[src/rtl/plasticity_pkg.sv]
// Shared constants and signed saturate/clamp helpers for the synaptic plasticity datapath.
package plasticity_pkg;

   localparam int unsigned TRACE_WIDTH   = 18;
   localparam int unsigned WEIGHT_WIDTH  = 16;
   localparam int unsigned SUM_W         = WEIGHT_WIDTH + 2;
   localparam int unsigned A2_PLUS_SH    = 6;
   localparam int unsigned A2_MINUS_SH   = 4;
   localparam int unsigned U_SCALE_SHIFT = 9;

   localparam int TRACE_INC  = 256;
   localparam int MAX_WEIGHT = 1000;
   localparam int MIN_WEIGHT = 0;
   localparam int U_BASE     = 32;
   localparam int R_TARGET   = 256;
   localparam int ONE_U      = 1 << U_SCALE_SHIFT;

   localparam int unsigned R_SHIFT = $clog2(R_TARGET);

   // Wide signed working type; every intermediate here fits without overflow
   typedef logic signed [63:0] work_t;

   function automatic work_t clamp_s(input work_t x, input work_t lo, input work_t hi);
      work_t r;
      r = x;
      if (x < lo) r = lo;
      if (x > hi) r = hi;
      return r;
   endfunction

   // Saturate to the signed range of a w-bit two's complement value
   function automatic work_t sat_s(input work_t x, input int unsigned w);
      work_t hi;
      work_t lo;
      hi = (work_t'(1) <<< (w - 1)) - work_t'(1);
      lo = -(work_t'(1) <<< (w - 1));
      return clamp_s(x, lo, hi);
   endfunction

endpackage

[src/rtl/stp_efficacy.sv]
// Combinational short-term plasticity path: facilitation of u, depletion of R, scaled efficacy.
module stp_efficacy
   import plasticity_pkg::*;
(
   input  logic                           pre_edge,
   input  logic signed [WEIGHT_WIDTH-1:0] weight_in,
   input  logic signed [TRACE_WIDTH-1:0]  u_in,
   input  logic signed [TRACE_WIDTH-1:0]  r_in,
   output logic signed [TRACE_WIDTH-1:0]  u_c,
   output logic signed [TRACE_WIDTH-1:0]  r_c,
   output logic signed [WEIGHT_WIDTH-1:0] efficacy_c
);

   work_t u_plus;
   work_t prod;
   work_t r_dep;

   always_comb begin
      u_plus = clamp_s(64'(u_in) + (((64'(ONE_U) - 64'(u_in)) * 64'(U_BASE)) >>> U_SCALE_SHIFT),
                       64'sd0, 64'(ONE_U));
      // Efficacy uses facilitated u and the pre-depletion resource
      prod   = 64'(weight_in) * u_plus * 64'(r_in);
      r_dep  = clamp_s(64'(r_in) - ((u_plus * 64'(r_in)) >>> U_SCALE_SHIFT),
                       64'sd0, 64'(R_TARGET));

      u_c        = u_in;
      r_c        = r_in;
      efficacy_c = '0;
      if (pre_edge) begin
         u_c        = TRACE_WIDTH'(u_plus);
         r_c        = TRACE_WIDTH'(r_dep);
         efficacy_c = WEIGHT_WIDTH'(sat_s(prod >>> (U_SCALE_SHIFT + R_SHIFT), WEIGHT_WIDTH));
      end
   end

endmodule

[src/rtl/plasticity_update_unit.sv]
// Per-synapse STDP + STP update; one-cycle registered result for synapse-memory write-back.
module plasticity_update_unit
   import plasticity_pkg::*;
(
   input  logic                           clk,
   input  logic                           rst_n,
   input  logic                           in_valid,
   input  logic                           enable_learning,
   input  logic                           pre_edge,
   input  logic                           post_edge,
   input  logic signed [WEIGHT_WIDTH-1:0] weight_in,
   input  logic signed [TRACE_WIDTH-1:0]  r1_in,
   input  logic signed [TRACE_WIDTH-1:0]  o1_in,
   input  logic signed [TRACE_WIDTH-1:0]  u_in,
   input  logic signed [TRACE_WIDTH-1:0]  R_in,
   output logic                           out_valid,
   output logic signed [WEIGHT_WIDTH-1:0] weight_out,
   output logic signed [TRACE_WIDTH-1:0]  r1_out,
   output logic signed [TRACE_WIDTH-1:0]  o1_out,
   output logic signed [TRACE_WIDTH-1:0]  u_out,
   output logic signed [TRACE_WIDTH-1:0]  R_out,
   output logic signed [WEIGHT_WIDTH-1:0] efficacy_out
);

   logic signed [SUM_W-1:0]        ltp;
   logic signed [SUM_W-1:0]        ltd;
   logic signed [SUM_W-1:0]        w_sum;
   logic signed [WEIGHT_WIDTH-1:0] weight_nxt;
   logic signed [TRACE_WIDTH-1:0]  r1_nxt;
   logic signed [TRACE_WIDTH-1:0]  o1_nxt;
   logic signed [TRACE_WIDTH-1:0]  u_nxt_c;
   logic signed [TRACE_WIDTH-1:0]  r_nxt_c;
   logic signed [WEIGHT_WIDTH-1:0] efficacy_nxt_c;

   stp_efficacy u_stp (
      .pre_edge   (pre_edge),
      .weight_in  (weight_in),
      .u_in       (u_in),
      .r_in       (R_in),
      .u_c        (u_nxt_c),
      .r_c        (r_nxt_c),
      .efficacy_c (efficacy_nxt_c)
   );

   // STDP: both terms read the pre-increment traces when edges coincide
   always_comb begin
      ltp        = '0;
      ltd        = '0;
      r1_nxt     = r1_in;
      o1_nxt     = o1_in;
      weight_nxt = weight_in;
      if (enable_learning && (pre_edge || post_edge)) begin
         if (post_edge) begin
            ltp    = SUM_W'(r1_in >>> A2_PLUS_SH);
            o1_nxt = TRACE_WIDTH'(sat_s(64'(o1_in) + 64'(TRACE_INC), TRACE_WIDTH));
         end
         if (pre_edge) begin
            ltd    = SUM_W'(o1_in >>> A2_MINUS_SH);
            r1_nxt = TRACE_WIDTH'(sat_s(64'(r1_in) + 64'(TRACE_INC), TRACE_WIDTH));
         end
      end
      w_sum = SUM_W'(weight_in) + ltp - ltd;
      if (enable_learning && (pre_edge || post_edge)) begin
         weight_nxt = WEIGHT_WIDTH'(clamp_s(64'(w_sum), 64'(MIN_WEIGHT), 64'(MAX_WEIGHT)));
      end
   end

   // Output register loads every cycle; out_valid qualifies the data
   always_ff @(posedge clk or negedge rst_n) begin
      if (!rst_n) begin
         out_valid    <= 1'b0;
         weight_out   <= '0;
         r1_out       <= '0;
         o1_out       <= '0;
         u_out        <= '0;
         R_out        <= '0;
         efficacy_out <= '0;
      end else begin
         out_valid    <= in_valid;
         weight_out   <= weight_nxt;
         r1_out       <= r1_nxt;
         o1_out       <= o1_nxt;
         u_out        <= u_nxt_c;
         R_out        <= r_nxt_c;
         efficacy_out <= efficacy_nxt_c;
      end
   end

endmodule

[config.mk]
export PLATFORM = sky130hd
export DESIGN_NAME = plasticity_update_unit
export DESIGN_NICKNAME = d
export VERILOG_FILES = /design/src/rtl/plasticity_pkg.sv /design/src/rtl/stp_efficacy.sv /design/src/rtl/plasticity_update_unit.sv
export SDC_FILE = /design/constraint.sdc
export NUM_CORES = 2
export LEC_CHECK = 0
export BUFFER_PORTS_ARGS = -buffer_cell sky130_fd_sc_hd__buf_2
export CORE_MARGIN = 8
export CORE_UTILIZATION = 55
export CTS_BUF_LIST = sky130_fd_sc_hd__clkbuf_8
export CTS_CLUSTER_DIAMETER = 200
export DETAILED_ROUTE_END_ITERATION = 10
export HOLD_SLACK_MARGIN = 0.06
export PLACE_DENSITY = 0.72
export SETUP_SLACK_MARGIN = 0.15
export SLEW_MARGIN = 10
export SYNTH_ARGS = -nofsm -noshare
export SYNTH_HDL_FRONTEND = slang
export SYNTH_SLANG_ARGS = --single-unit
[constraint.sdc]
create_clock -name clk -period 0.8 [get_ports clk]
set_input_delay 0.08 -clock clk [delete_from_list [all_inputs] [get_ports clk]]
set_output_delay 0.08 -clock clk [all_outputs]
set_load 0.03 [all_outputs]
==> results.cfg <==
[cts]
clock-sinks = 105
cts_tree = done
cts_buffers = 9
holdBufCountCts = 46
cts_buffer_depth = 2
root_buffer = clkbuf_8
path_clk_slew_ps = 160
cts-htree-levels = 3

[logic_synthesis]
synthTopCellsByArea = fa_1, inv_1, ha_1
syn-instance-count = 7081
synthDistinctLibCells = 97
syn_area_per_cell_um2 = 8.59
yosys.area.top_type_share = 0.440
ys.flop_type = dfrtp_1
synth-edff-count = 0
synth-seq-area-share = 0.0432
yosys_warnings = 0
ys_ff_latch = 105
synth_top_area_cell = fa_1
syn_area_um2 = 60900
async_flop_share = 1.00

[global_routing]
grt_pass1_vias = 58200
grt_max_degree = 73
antenna_found_initial = 10
grt_pass1_wl_mm = 300
grt_usage = 0.306
grt-ovfl-total = 0

[place]
hpwl_mm = 153
place.port_buffers = 198
place_inst = 9911
post-place-ws_ps = -15670
gp_congestion = 0.977
placed_cell_area_um2 = 73700

[status]
status = finished, violations left
failed_checks = negative hold slack, negative setup slack

[floorplanning]
rows = 122
core-area_um2 = 110000
pin_count = 199
start_util = 0.552
die_area_um2 = 122000
die_y_um = 349
die_x_um = 349

[finish]
fin_nets = 10500
area_growth_pct = 24.6
layout-drive-gt1-share = 0.206
stdcell_count = 10000
fin_area_um2 = 75900
fin_util = 0.688

[timing]
fin_crit_sh = 19.8
tightestPinTransition_ps = 818
whs_ps = -70.1
post-route-min-period_ps = 15850
slew_headroom = 0.451
rsz0062_at_grt = true
setup_viol = 188
drv_slew = 0
max_freq_mhz = 63.1
hold_viol = 17
setup_ws_ps = -15050

[route]
wirelength_mm = 181
via_count = 53100
drt_pass1_iterations = 5
ant_nets = 0
wl_per_cell_um = 18.1
via_per_inst = 5.30
drc = 0
drt-initial-drc-count = 3244

[setup_path]
criticalPathCategory = in2reg
crit_path_end_kind = flip-flop
required_ps = 1190
cpMaxStageDelayCell = fa_2
arrival_ps = 16250
start_kind = input pin
crit_top_cell = fa_1
cpPeakStageDelay_ps = 610
crit_path_max_fanout = 17

[run]
maxCapViolations = 0

[min_path]
hp-class = in2reg
==> stage by stage <==
| step | hold WS (ps) | TNS (ps) |
|---|---|---|
| finish | -70.1 | -473860 |
| global route | -57.7 | -498280 |
| CTS | -97.7 | -469210 |
| detailed placement | -23.6 | -498550 |
| global placement | -18.9 | -490980 |
| floorplan | -216 | -431020 |
==> synthesized netlist by cell type, types with 10 or more instances <==
master     instances
o31ai_1           12
xnor2_1          146
o22ai_1           16
o211ai_1          18
mux2_2            11
nand2b_1          67
and3_1           151
nor2_1           229
nor2b_1           60
and2_1           278
xor2_1            63
or2_2             16
buf_1             12
o21bai_1          32
nand3_1           69
mux2i_1           10
nor4_1            34
a21oi_1          202
o21ai_0          122
nor3b_1           10
a211o_1           13
o2111ai_1         11
o21a_1            31
a2111oi_0         10
fa_1            1339
ha_1             521
or4_1             13
a31oi_1           34
dfrtp_1          105
nand4_1           45
nand2_1          925
nor3_1            77
clkbuf_1         301
inv_1           1744
or3_1             33
a211oi_1          26
a21o_1           126
==> layout by cell type (no fill, tap or decap), types with 33 or more instances in the layout <==
cell | netlist | final
dlygate4sd3_1 | 0 | 46
inv_1 | 1744 | 1738
buf_6 | 3 | 46
ha_1 | 521 | 496
xor2_1 | 63 | 58
nand2_1 | 925 | 905
a21o_1 | 126 | 126
nand3_1 | 69 | 62
and2_1 | 278 | 272
o21ai_0 | 122 | 92
a21oi_1 | 202 | 166
and3_1 | 151 | 144
nor2_1 | 229 | 215
dfrtp_1 | 105 | 101
buf_4 | 0 | 1200
nor2b_1 | 60 | 52
conb_1 | 2 | 256
buf_12 | 0 | 33
nand2b_1 | 67 | 66
xnor2_1 | 146 | 133
nand4_1 | 45 | 45
fa_1 | 1339 | 1329
nor3_1 | 77 | 70
buf_2 | 4 | 163
a21oi_2 | 1 | 36
==> kinds of logic after synthesis <==
group | count (synthesis) | share of synthesized area
buffers and inverters | 2067 | 0.128
and+or+nand+nor | 2052 | 0.163
adders and majority gates | 1860 | 0.548
AOI/OAI and AO/OA | 764 | 0.0839
xor gates and xnor gates | 210 | 0.0305
DFF | 105 | 0.0432
muxes | 21 | 0.00368
other | 2 | 0.000123
==> registers in the layout, summed over array words and instances, names as in the netlist <==
register      cells
R_out            18
u_out            18
o1_out           18
r1_out           18
efficacy_out     16
out_valid         1
weight_out       16
==> layer usage <==
| layer | part of all wire | GRT usage |
|---|---|---|
| met2 | 0.48 | 0.525 |
| met3 | 0.069 | 0.0445 |
| met4 | 0.058 | 0.146 |
| met1 | 0.39 | 0.382 |
| met5 | 0.00025 | 0 |
==> cell type report <==
class	count	area, µm²
Clock buffer	9	124
Clock inverter	7	91.3
Fill cell	8750	34400
Multi-Input combinational cell	5163	53000
Tap cell	1488	1860
Timing Repair Buffer	1497	11600
Inverter	1747	6570
Sequential cell	105	2630
Antenna cell	5	12.5
==> what timing repair did <==
item                       4_1_cts  5_1_grt
buffers inserted                14       28
gates cloned                     1        0
setup endpoints to repair      192      201
hold endpoints to repair       168       26
resized for setup              128      128
pin swaps                       33       72
==> critical path, delay by kind of cell <==
family                   cells  cell delay, ps
adder cells (fa/ha/maj)     15            7030
AND/OR/NAND/NOR             19            3630
AO/OA/AOI/OAI               18            3370
buffers and inverters       13            1480
XOR/XNOR                     3             640
==> path summary, 6_finish.rpt <==
check	start	end	slack [ps]	cells after the start
max in group asynchronous	rst_n	R_out[6]$_DFF_PN0_	320	3
hold / removal	u_in[4]	u_out[4]$_DFF_PN0_	-70	3
min in group asynchronous	rst_n	o1_out[17]$_DFF_PN0_	-30	2
setup / recovery	u_in[0]	efficacy_out[10]$_DFF_PN0_	-15050	68
Power is not shown: default switching activity piles up to over one toggle a cycle in this logic, so the estimate is an artifact.
